### src/rtl/pipe_hazard_ctrl.sv
// Hazard/stall sequencer for the five-stage core: load-use, multi-cycle EX, branch flush, halt.
// Optional STALL_CNT_EN adds a saturating stall_cycles counter port.
module pipe_hazard_ctrl #(
  parameter int REG_W  = 3,
  parameter int MC_LAT = 4,
  parameter int CNT_W  = 16
) (
  input  logic             clk,
  input  logic             rst_n,
  input  logic             id_valid,
  input  logic [REG_W-1:0] id_rs1,
  input  logic [REG_W-1:0] id_rs2,
  input  logic             id_uses_rs2,
  input  logic             id_halt,
  input  logic             ex_valid,
  input  logic             ex_memread,
  input  logic [REG_W-1:0] ex_rd,
  input  logic             ex_mc_start,
  input  logic             ex_branch_taken,
  input  logic             resume,
  output logic             pc_write,
  output logic             IF_IDwrite,
  output logic             if_id_flush,
  output logic             id_ex_bubble,
  output logic             ex_hold,
  output logic             halted,
  output logic [1:0]       ctrl_state
`ifdef STALL_CNT_EN
  ,
  output logic [CNT_W-1:0] stall_cycles
`endif
);

  typedef enum logic [1:0] {
    RUN     = 2'd0,
    MC_WAIT = 2'd1,
    DRAIN   = 2'd2,
    HALTED  = 2'd3
  } state_t;

  localparam logic [3:0] MC_LOAD = 4'(MC_LAT - 2);

  state_t     state, state_nxt;
  logic [3:0] cnt, cnt_nxt;
  logic       lu;

  assign lu = id_valid & ex_valid & ex_memread
            & (ex_rd != '0)
            & ((ex_rd == id_rs1)
              | (id_uses_rs2 & (ex_rd == id_rs2)));

  always_comb begin
    state_nxt    = state;
    cnt_nxt      = cnt;
    pc_write     = 1'b0;
    IF_IDwrite   = 1'b0;
    if_id_flush  = 1'b0;
    id_ex_bubble = 1'b0;
    ex_hold      = 1'b0;
    halted       = 1'b0;
    unique case (state)
      RUN: begin
        if (ex_branch_taken) begin
          pc_write     = 1'b1;
          IF_IDwrite   = 1'b1;
          if_id_flush  = 1'b1;
          id_ex_bubble = 1'b1;
        end else if (ex_mc_start) begin
          ex_hold   = 1'b1;
          cnt_nxt   = MC_LOAD;
          state_nxt = MC_WAIT;
        end else if (lu) begin
          id_ex_bubble = 1'b1;
        end else if (id_valid & id_halt) begin
          id_ex_bubble = 1'b1;
          cnt_nxt      = 4'd2;
          state_nxt    = DRAIN;
        end else begin
          pc_write   = 1'b1;
          IF_IDwrite = 1'b1;
        end
      end
      MC_WAIT: begin
        ex_hold = 1'b1;
        if (cnt == 4'd0) state_nxt = RUN;
        else cnt_nxt = cnt - 4'd1;
      end
      DRAIN: begin
        id_ex_bubble = 1'b1;
        if (cnt == 4'd0) state_nxt = HALTED;
        else cnt_nxt = cnt - 4'd1;
      end
      HALTED: begin
        halted       = 1'b1;
        id_ex_bubble = 1'b1;
        // Flush drops the HALT still sitting in IF/ID
        if (resume) begin
          pc_write    = 1'b1;
          IF_IDwrite  = 1'b1;
          if_id_flush = 1'b1;
          state_nxt   = RUN;
        end
      end
    endcase
    if (!rst_n) begin
      pc_write     = 1'b0;
      IF_IDwrite   = 1'b0;
      if_id_flush  = 1'b0;
      id_ex_bubble = 1'b1;
      ex_hold      = 1'b0;
      halted       = 1'b0;
    end
  end

  assign ctrl_state = state;

  always_ff @(posedge clk or negedge rst_n) begin
    if (!rst_n) begin
      state <= RUN;
      cnt   <= 4'd0;
    end else begin
      state <= state_nxt;
      cnt   <= cnt_nxt;
    end
  end

`ifdef STALL_CNT_EN
  always_ff @(posedge clk or negedge rst_n) begin
    if (!rst_n) begin
      stall_cycles <= '0;
    end else if (!pc_write && state != HALTED
                 && stall_cycles != '1) begin
      stall_cycles <= stall_cycles + 1'b1;
    end
  end
`endif

endmodule

### config.mk
export PLATFORM = sky130hd
export DESIGN_NAME = pipe_hazard_ctrl
export DESIGN_NICKNAME = d
export VERILOG_FILES = /design/src/rtl/pipe_hazard_ctrl.sv
export SDC_FILE = /design/constraint.sdc
export NUM_CORES = 1
export LEC_CHECK = 0
export CAP_MARGIN = 20
export CORE_MARGIN = 2
export CORE_UTILIZATION = 41
export DETAILED_ROUTE_END_ITERATION = 10
export GPL_TIMING_DRIVEN = 0
export HOLD_SLACK_MARGIN = 0.15
export PLACE_DENSITY = 0.79
export SYNTH_ARGS = -nofsm -noshare
export SYNTH_HDL_FRONTEND = slang
export SYNTH_SLANG_ARGS = --single-unit
### constraint.sdc
create_clock -name clk -period 2.1 [get_ports clk]
set_input_delay 0.21 -clock clk [delete_from_list [all_inputs] [get_ports clk]]
set_output_delay 0.21 -clock clk [all_outputs]
set_load 0.05 [all_outputs]
After elaboration in Yosys (flattened, before gate mapping)
Cells that the tools add are included.
Word-level totals
  flip-flop bits (word level): 6
  bits of input ports: 19
Cells by class
  $add $sub $neg: 1
  reduce and logical (&&, ||, !) cells: 8
  bitwise operators: 7
  mux-type cells: 36
  eq/ne operators: 12
Operators by type and width (count)
  $mux W4: 5
  $mux W1: 18
  $mux W2: 7
  $ne A2 B2 Y1 const B: 5
  $pmux W1 S2: 4
  $pmux W2 S4: 1
  $pmux W4 S2: 1
  $and A1 B1 Y1: 6
  $eq A3 B3 Y1: 2
  $ne A3 B3 Y1 const B: 2
  $reduce_and A6 Y1: 1
  $reduce_and A5 Y1: 1
  $eq A2 B2 Y1 const B: 2
  $logic_not A4 Y1: 1
  $reduce_or A2 Y1: 2
  $sub A4 B1 Y4 const B: 1
  $reduce_bool A3 Y1: 1
  $eq A2 B1 Y1 const B: 1
  $logic_not A2 Y1: 1
  $reduce_bool A2 Y1: 1
  $or A1 B1 Y1: 1

Logic depth before layout (Yosys ltp)
Gate-level depths: netlist of run 1.
  depth in word-level cells: 9
  depth in mapped cells: 7
  mapped depth without buffers: 7

Worst setup path before layout of run 1
No wires, ideal clock.
  path kind: register -> output
  from: register state[0] (netlist: ctrl_state[0])
  to: output port pc_write
  stages on the path, launching flop included: 8
  setup slack: -1.025 ns
  buffers on the path: 2
  arrival time: 2.915 ns
  path through: dfrtp_1 -> inv_1 -> ha_1 -> clkbuf_1 -> nand2b_1 -> a21oi_1 -> or2_2 -> buf_4
Between the ends
  cells in the longest elaborated chain, start to end: 3
RTL lines
  start, declared: RTL line 43  | state_t state, state_nxt;
  start signal, assigned: RTL line 122  | state <= state_nxt;
  $eq A2 B2 Y1 or $logic_not A2 Y1 (tied branches)
  $pmux W1 S2 *
  $mux W1 *
  end, declared: RTL line 21  | output logic pc_write,
Every way passes the cells marked *; elsewhere a longest branch is shown, timed or not.

Final worst setup path of run 1
  from: register state[0] (netlist: ctrl_state[0])
  to: output port pc_write
Between the ends
  cells in the longest elaborated chain, start to end: 3
RTL lines
  $eq A2 B2 Y1 or $logic_not A2 Y1 (tied branches): RTL line 61  | unique case (state)
  $pmux W1 S2 *: RTL line 61
  $mux W1 *: RTL line 105  | if (!rst_n) begin
Marks and branches as above.

==> results of run 1 <==
sequential cells by signal, summed over array words and instances, names as in the netlist:
signal      cells
cnt             4
ctrl_state      2
final cells by class:
cell class / count / area share (%)
plain buffers: 1 / 1.47
flip-flops and latches: 6 / 15.0
inverters: 5 / 1.84
well taps: 16 / 1.96
repair buffers: 29 / 27.6
clock buffers: 4 / 2.58
multi-input cells: 63 / 49.6
worst max-delay path, cell delays in order, from the launching register on:
cell	delay, ns
dfrtp_2	0.40
inv_1	0.12
ha_4	0.18
nand2b_4	0.08
nand2b_1	0.19
nor3_2	0.16
or2_4	0.15
buf_8	0.08
buf_6	0.14
repair_timing:
action / CTS / global route
pin swaps: 2 / 5
endpoints found under the setup margin: 6 / 5
hold buffers: 0 / 0
resized for setup: 31 / 7
buffers inserted: 2 / 1
logic make-up after synthesis:
group	synth area share, %
AO/OA/AOI/OAI	16.9
XOR/XNOR	9.54
adder cells (fa/ha/maj)	11.9
buffers and inverters	4.77
flip-flops	23.9
multiplexers	3.58
AND/OR/NAND/NOR	29.4
per-stage QoR:
stage	util [%]	power [mW]	instance area, sq um	worst slack (ns)	instances
finish	69.3	1.34	1020	0.124	124
global placement	64.3	1.11	946	-0.636	118
global route	69.3	1.43	1020	0.0237	124
detailed placement	64.3	1.14	946	-0.676	118
floorplan	-	0.892	666	-0.146	76
CTS	68.2	1.32	1000	0.00101	124
metal layers:
layer	part of all wire, %	global-route usage (%)
met4	0.52	3.64
met2	55	35.5
met1	38	17.9
met3	7.0	5.11
met5	0	0
power by group through the flow:
stage,Sequential [mW],Combinational [mW],Clock [mW]
after detailed placement,0.223,0.918,0
after global routing,0.216,1.10,0.122
after global placement,0.219,0.896,0
after CTS,0.206,0.991,0.121
final,0.210,1.01,0.120
after floorplan,0.269,0.622,0
path summary, 6_finish.rpt:
kind	from	endpoint	slack (ns)	depth (start not counted)
max in group asynchronous	rst_n	ctrl_state[1]	1.46	1
worst min register to register	cnt[0]	cnt[0]	0.57	2
worst max-delay path	ctrl_state[0]	pc_write	0.12	8
worst min-delay path	rst_n	cnt[3]	0.29	1
min in group clk	cnt[0]	cnt[0]	0.57	2
worst max register to register	ctrl_state[0]	cnt[2]	0.35	7
placed cells by master (no fill, tap or decap), types with 2 or more instances in the layout:
cell	synthesis	routed
clkdlybuf4s50_1	0	17
nand2_1	11	11
xnor2_1	5	5
ha_1	6	5
inv_1	5	4
dfrtp_1	6	4
buf_4	1	4
nor2_1	4	3
nand3b_1	3	3
o21ai_0	4	3
clkbuf_4	0	3
nand2b_4	0	2
o211ai_1	2	2
nand2b_1	4	2
nor3_2	1	2
nor3_1	3	2
mux2_1	2	2
dfrtp_2	0	2
dlymetal6s2s_1	0	2
dlygate4sd2_1	0	2
buf_6	0	2
==> run metrics, run 1 <==
clk_skew approximately 0.0091 ns; fin. max-slew vios 0; Die X around 43 um; Hold WC Path Type in -> async; Gate power share 75.4%; synth unique cells 31; Worst Path Required approximately 1.9 ns; status complete, no violations; largest net degree at the start of global routing 11; Max Buffers Root-to-Sink 2; RSZ-0062 raised after global routing false; worst skew pair latency ~0.26 ns; Post-synth EDFFs 0; Root Buffer clkbuf_4; Placeable Area around 1500 sq um; Sw Ratio between 40 and 50%; PD cells 1310 nW/um^2; largest area contributor in the netlist dfrtp_1; register share of total power approximately 16%; Fmax achieved a little over 500 MHz; 1st-iter DRT viols 14; Seq/Total Area, Yosys 23.9%; # DRC 0; synthesized area per cell roughly 8.3 sq um; fin crit share between 90 and 100%; max-slew headroom at the worst pin approximately two thirds; Leak Pwr roughly 0.44 nW; overall routed net length roughly 1500 um; internal power 674 uW; Cell Area, Synth 629 sq um; # rows 14; most common cell in the netlist nand2_1; Total GRT Usage between 10% and 20%; Die Y 43.2 um; #FFs+latches synth 6; nature of the critical path endpoint output pin; area of the multi-input gates 505 sq um; vias per cell approximately 5.4; H-tree Lvls 1; # IOs 27; Setup crit start kind flip-flop; Tmin final 1.98 ns; switching power 667 uW; prevailing post-synth register cell dfrtp_1; fillers 121; Final nets 134; vias in the first global route around 650; Ys Warns 0; CTS Buf Count 3; VDD IR max approximately 0.65 mV; Hold WS about 0.29 ns; Post-synth top cells 11 x nand2_1, 6 x dfrtp_1, 6 x ha_1; GPL Wtd Cong just under 0.8; clk sinks 6; drt wl/cell between 10 and 15 um; first-pass GRT wire length 2500 um; Die ar. around 1900 sq um; CP Class reg -> out; Clk pwr share approximately 8.9%; DP HPWL 1220 um; Mapped Cells 76; worst-path maximum fanout 5; TritonRoute pass-1 iters 5; hold violation count in the final report 0; final setup vio count 0; storage element area ~150 sq um; area added between synthesis and finish 62.0%; synth top area cells dfrtp_1 24%, ha_1 12%, xnor2_1 7.0%; top cell type's share of synthesized area 23.9%; initial antenna violation count 0; fraction of registers with async set/reset 100%; via count roughly 670; setup TNS 0 ns; Mapped Nets around 100; worst-margin pin slew 0.489 ns; TritonCTS clock tree done; starting density of the core between 40% and 50%; GRT overflow 0; layout cell share with drive strength beyond 1 between 20 and 30%; Antenna diodes 0; Buffers on Ports 26; clock transition at the registers of the reported paths around 0.050 ns; Routed Antenna Nets 0; crit path DAT between 1.5 and 2 ns; max_cap viols 0
(Power assumes the default switching activity.)
==> run 2: changes to the inputs <==
--- a/config.mk
+++ b/config.mk
@@ -12,6 +12,7 @@
 export GPL_TIMING_DRIVEN = 0
 export HOLD_SLACK_MARGIN = 0.15
 export PLACE_DENSITY = 0.79
+export SKIP_LAST_GASP = 1
 export SYNTH_ARGS = -nofsm -noshare
 export SYNTH_HDL_FRONTEND = slang
 export SYNTH_SLANG_ARGS = --single-unit
==> run 2 against run 1 <==
  * Routed wire length down 1.5%
  * First-iteration DRC count rose by 7.1%
  * Critical path depth unchanged
  * Clock skew about the same
  * Fmax grew 0.22%
==> run metrics, run 2 (synthesized netlist as in run 1, its figures left out) <==
Root Buffer clkbuf_4 (unchanged); area added between synthesis and finish 61.2% (was 62.0%); Routed Antenna Nets 0 (unchanged); setup TNS 0 ns (unchanged); fillers 126 (was 121); overall routed net length 1520 um (was 1550 um); most frequent cells in the layout 17 x clkdlybuf4s50_1, 11 x nand2_1, 5 x xnor2_1, 5 x ha_1 (unchanged); Final nets 134 (unchanged); max-slew headroom at the worst pin 67.4% (was 67.3%); nature of the critical path endpoint output pin (unchanged); 1st-iter DRT viols 15 (was 14); DP HPWL 1220 um (unchanged); Tmin final 1.97 ns (was 1.98 ns); worst-path maximum fanout 5 (unchanged); TritonRoute pass-1 iters 5 (unchanged); hold violation count in the final report 0 (unchanged); hold-fix buffers at CTS 0 (unchanged); crit path DAT 1.76 ns (was 1.77 ns); H-tree Lvls 1 (unchanged); clock transition at the registers of the reported paths 0.05 ns (about the same); Leak Pwr 0.447 nW (was 0.442 nW); storage element area 153 sq um (unchanged); CTS Buf Count 3 (unchanged); Die X 43.2 um (unchanged); Buffers on Ports 26 (unchanged); vias per cell 5.35 (was 5.43); GRT Max-Usage Layer met2 (unchanged); Die ar. 1860 sq um (unchanged); Biggest register cnt (unchanged); routing usage on met3 5.11% (unchanged); TritonCTS clock tree done (unchanged); GPL Wtd Cong 0.768 (unchanged); # DRC 0 (unchanged); Total GRT Usage 17.7% (was 17.9%); drt wl/cell 12.3 um (was 12.5 um); commonest non-fill, non-tap cell in the layout clkdlybuf4s50_1 (unchanged); largest net degree at the start of global routing 11 (unchanged); vias in the first global route 647 (was 654); Final Power 1.32 mW (was 1.34 mW); layout cell share with drive strength beyond 1 25.0% (was 25.9%); clk_skew 0.00950 ns (was 0.00912 ns); post-route cell area 1010 sq um (was 1020 sq um); RSZ-0062 raised after global routing false (unchanged); M1 GR Usage 17.9% (unchanged); fin crit share 93.9% (was 94.1%); CP Class reg -> out (unchanged); Final Util 69.0% (was 69.3%); met2 Usage GRT 34.9% (was 35.5%); Antenna diodes 0 (unchanged); Setup crit start kind flip-flop (unchanged); clk sinks 6 (unchanged); Max Buffers Root-to-Sink 2 (unchanged); Placeable Area 1470 sq um (unchanged); GRT overflow 0 (unchanged); Hold WS 0.285 ns (was 0.286 ns); number of flip-flops in the largest register 4 (unchanged); Worst Path Required 1.89 ns (about the same); via count 664 (was 673); worst-margin pin slew 0.488 ns (was 0.489 ns); final setup vio count 0 (unchanged); Die Y 43.2 um (unchanged); placed cell area 946 sq um (unchanged); fin. max-slew vios 0 (unchanged); area of the multi-input gates 503 sq um (was 505 sq um); status complete, no violations (unchanged); Fmax achieved 507 MHz (was 506 MHz); VDD IR max 0.648 mV (was 0.653 mV); first-pass GRT wire length 2480 um (was 2500 um); worst skew pair latency 0.26 ns (about the same); initial antenna violation count 0 (unchanged); starting density of the core 42.8% (unchanged); # IOs 27 (unchanged); # rows 14 (unchanged); Hold WC Path Type in -> async (unchanged); PD cells 1310 nW/um^2 (about the same); max_cap viols 0 (unchanged)
run 2: cell count changes in the layout (fill, tap and decap cells not counted), sizes merged:
cell,delta
dlymetal6s2s,+1
dlygate4sd2,-1
run 2: cell type report:
| cell class | count | share of cell area [%] |
|---|---|---|
| Clock buffer | 4 | 2.59 |
| Sequential cell | 6 | 15.0 |
| Timing Repair Buffer | 29 | 27.5 |
| Multi-Input combinational cell | 63 | 49.6 |
| Inverter | 5 | 1.85 |
| Tap cell | 16 | 1.97 |
| Buffer | 1 | 1.48 |
run 2: routing by layer:
layer  wire (um)  vias up
met4           8        0
li1            -      327
met3         101        2
met1         581      302
met5           0        -
met2         831       33
run 2: repair_timing:
| item | 4_1_cts | 5_1_grt |
|---|---|---|
| gates cloned | 0 | 0 |
| resized for setup | 27 | 8 |
| setup endpoints to repair | 6 | 5 |
| pin swaps | 1 | 5 |
| setup buffers | 2 | 1 |
run 2: stage by stage:
stage               cells  setup WS (ns)
finish                124          0.129
global route          124         0.0257
detailed placement    118         -0.676
CTS                   124         -0.133
floorplan              76         -0.146
global placement      118         -0.636
run 2: final timing paths:
| check | slack, ns | cells past startpoint | start | endpoint |
|---|---|---|---|---|
| worst min register to register | 0.56 | 2 | cnt[1] | cnt[1] |
| worst min-delay path | 0.29 | 1 | rst_n | cnt[3] |
| worst max register to register | 0.35 | 7 | ctrl_state[0] | cnt[2] |
| worst max-delay path | 0.13 | 8 | ctrl_state[0] | pc_write |
| max in group asynchronous | 1.46 | 1 | rst_n | ctrl_state[1] |
| min in group clk | 0.56 | 2 | cnt[1] | cnt[1] |
run 2: worst max-delay path: stages, from the launching register on:
cell and delay (ns):
dfrtp_2 0.40, inv_1 0.12, ha_4 0.18, nand2b_4 0.08, nand2b_1 0.19, nor3_2 0.16
or2_4 0.15, buf_8 0.08, buf_6 0.14
run 2: power by group:
| group | leakage [nW] | switching, mW | internal [mW] |
|---|---|---|---|
| clock | 0.0150 | 0.0472 | 0.0723 |
| sequential | 0.0719 | 0.0396 | 0.170 |
| combinational | 0.360 | 0.575 | 0.421 |
==> run 3: changes to the inputs <==
--- a/config.mk
+++ b/config.mk
@@ -6,12 +6,13 @@
 export NUM_CORES = 1
 export LEC_CHECK = 0
 export CAP_MARGIN = 20
-export CORE_MARGIN = 2
-export CORE_UTILIZATION = 41
+export CORE_AREA = 2 2 39 41
 export DETAILED_ROUTE_END_ITERATION = 10
+export DIE_AREA = 0 0 41 43
+export DONT_BUFFER_PORTS = 1
 export GPL_TIMING_DRIVEN = 0
 export HOLD_SLACK_MARGIN = 0.15
-export PLACE_DENSITY = 0.79
+export PLACE_DENSITY = 0.63
 export SKIP_LAST_GASP = 1
 export SYNTH_ARGS = -nofsm -noshare
 export SYNTH_HDL_FRONTEND = slang
==> run 3 against run 2 <==
  * The run now ends with negative setup slack left
  * Clock skew is 0.0057 ns lower
  * Register-to-register slack worse by 0.20 ns
  * Clock power is 10% lower
  * First-iteration DRC count is 67% lower
  * Power is 7.4% lower
  * Critical path depth is 2 lower
  * Sequential power is 40% higher
  * Combinational power is 17% lower
  * Utilization is 13 points lower
==> run metrics, run 3 (synthesized netlist as in run 1, its figures left out) <==
Hold WS 0.232 ns (was 0.285 ns); routing usage on met3 1.57% (was 5.11%); vias in the first global route 504 (was 647); final setup vio count 2 (was 0); Max Buffers Root-to-Sink 2 (unchanged); clk sinks 6 (unchanged); RSZ-0062 raised after global routing true (was false); fin crit share 110% (was 93.9%); # IOs 27 (unchanged); Die X 41 um (was 43.2 um); worst-path maximum fanout 5 (unchanged); Routed Antenna Nets 0 (unchanged); Biggest register cnt (unchanged); worst skew pair latency 0.24 ns (was 0.26 ns); nature of the critical path endpoint output pin (unchanged); Die ar. 1760 sq um (was 1860 sq um); setup ws final -0.208 ns (was 0.129 ns); CTS Buf Count 3 (unchanged); VDD IR max 0.676 mV (was 0.648 mV); Buffers on Ports 0 (was 26); first-pass GRT wire length 2070 um (was 2480 um); post-route cell area 776 sq um (was 1010 sq um); worst path bufs/invs 2 (was 3); fillers 142 (was 126); # rows 14 (unchanged); largest net degree at the start of global routing 9 (was 11); PD cells 1580 nW/um^2 (was 1310 nW/um^2); crit-path cells inv_2 -> ha_4 -> nand2b_4 -> a21oi_4 -> or2_4 -> buf_8 (was inv_1 -> ha_4 -> nand2b_4 -> nand2b_1 -> nor3_2 -> or2_4 -> buf_8 -> buf_6); number of flip-flops in the largest register 4 (unchanged); clock transition at the registers of the reported paths 0.05 ns (about the same); H-tree Lvls 1 (unchanged); CP max stage delay 0.56 ns (was 0.40 ns); Leak Pwr 0.314 nW (was 0.447 nW); placed cell area 686 sq um (was 946 sq um); area added between synthesis and finish 23.3% (was 61.2%); TritonCTS clock tree done (unchanged); worst-margin pin slew 0.492 ns (was 0.488 ns); DP HPWL 1080 um (was 1220 um); 1st-iter DRT viols 5 (was 15); layout cell share with drive strength beyond 1 28.9% (was 25.0%); GPL Wtd Cong 0.678 (was 0.768); overall routed net length 1370 um (was 1520 um); Root Buffer clkbuf_4 (unchanged); starting density of the core 45.5% (was 42.8%); Worst Path Required 1.89 ns (about the same); Fmax achieved 433 MHz (was 507 MHz); initial antenna violation count 0 (unchanged); Die Y 43 um (was 43.2 um); # DRC 0 (unchanged); most frequent cells in the layout 10 x nand2_1, 5 x xnor2_1, 5 x ha_1 (was 17 x clkdlybuf4s50_1, 11 x nand2_1, 5 x xnor2_1, 5 x ha_1); M1 GR Usage 18.5% (was 17.9%); hold violation count in the final report 0 (unchanged); met2 Usage GRT 32.2% (was 34.9%); drt wl/cell 13.8 um (was 12.3 um); Placeable Area 1380 sq um (was 1470 sq um); vias per cell 5.46 (was 5.35); Final nets 110 (was 134); failing checks negative setup slack; crit path DAT 2.10 ns (was 1.76 ns); setup TNS -0.244 ns (was 0 ns); CP Class reg -> out (unchanged); Total GRT Usage 17.6% (was 17.7%); Tmin final 2.31 ns (was 1.97 ns); clk_skew 0.00384 ns (was 0.00950 ns); fin. max-slew vios 0 (unchanged); commonest non-fill, non-tap cell in the layout nand2_1 (was clkdlybuf4s50_1); via count 541 (was 664); max_cap viols 0 (unchanged); GRT overflow 0 (unchanged); Largest delay share family, worst path flip-flops (was simple AND/OR/NAND/NOR gates); Setup crit start kind flip-flop (unchanged); GRT Max-Usage Layer met2 (unchanged); CP max stage cell dfrtp_2 (unchanged); TritonRoute pass-1 iters 3 (was 5); status complete, but fails checks (was complete, no violations); Hold WC Path Type in -> reg (was in -> async); max-slew headroom at the worst pin 67.4% (about the same); Antenna diodes 0 (unchanged)
## run 3: final cells by class
class	count	area (sq um)	area share (%)
repair buffers	5	40.0	5.16
multi-input cells	63	502	64.7
well taps	16	20.0	2.58
plain buffers	1	15.0	1.94
inverters	5	21.3	2.74
flip-flops and latches	6	155	20.0
clock buffers	3	22.5	2.90
## run 3: per-layer routing
layer  vias up  wire length [um]
met3         2                53
met4         0                17
met2        13               716
met5         -                 0
li1        280                 -
met1       246               579
## run 3: power breakdown
part	switching (mW)	internal [mW]	leakage, nW
registers	0.119	0.174	0.0718
clock network	0.0427	0.0647	0.0138
logic	0.481	0.346	0.229
total	0.642	0.584	0.314
## run 3: stage by stage
step	cells	setup slack, ns	util (%)	total power [mW]
after global placement	92	-0.229	49.5	0.985
after detailed placement	92	-0.247	49.5	0.998
after floorplan	76	-0.146	-	0.892
after global routing	99	-0.257	56.1	1.32
final	99	-0.208	56.1	1.23
after CTS	99	-0.250	55.3	1.21
## run 3: repair_timing
item,4_1_cts,5_1_grt
setup buffers,4,0
pin swaps,4,4
hold buffers,1,0
hold endpoints to repair,6,0
gates resized for setup,6,4
setup endpoints to repair,10,4
## run 3: worst min-delay path, stage by stage
cell and delay, ns:
nand2_1 0.05, nand2_1 0.06, mux2_1 0.12
## run 3: path summary, 6_finish.rpt
| check | start | end | slack (ns) | depth (start not counted) |
|---|---|---|---|---|
| setup / recovery | ctrl_state[1] | pc_write | -0.21 | 6 |
| hold reg to reg | cnt[1] | cnt[1] | 0.54 | 2 |
| max in group asynchronous | rst_n | ctrl_state[0] | 1.58 | 1 |
| hold / removal | ex_mc_start | ctrl_state[0] | 0.23 | 3 |
| min in group asynchronous | rst_n | cnt[2] | 0.28 | 1 |
| setup reg to reg | ctrl_state[1] | cnt[3] | 0.15 | 7 |
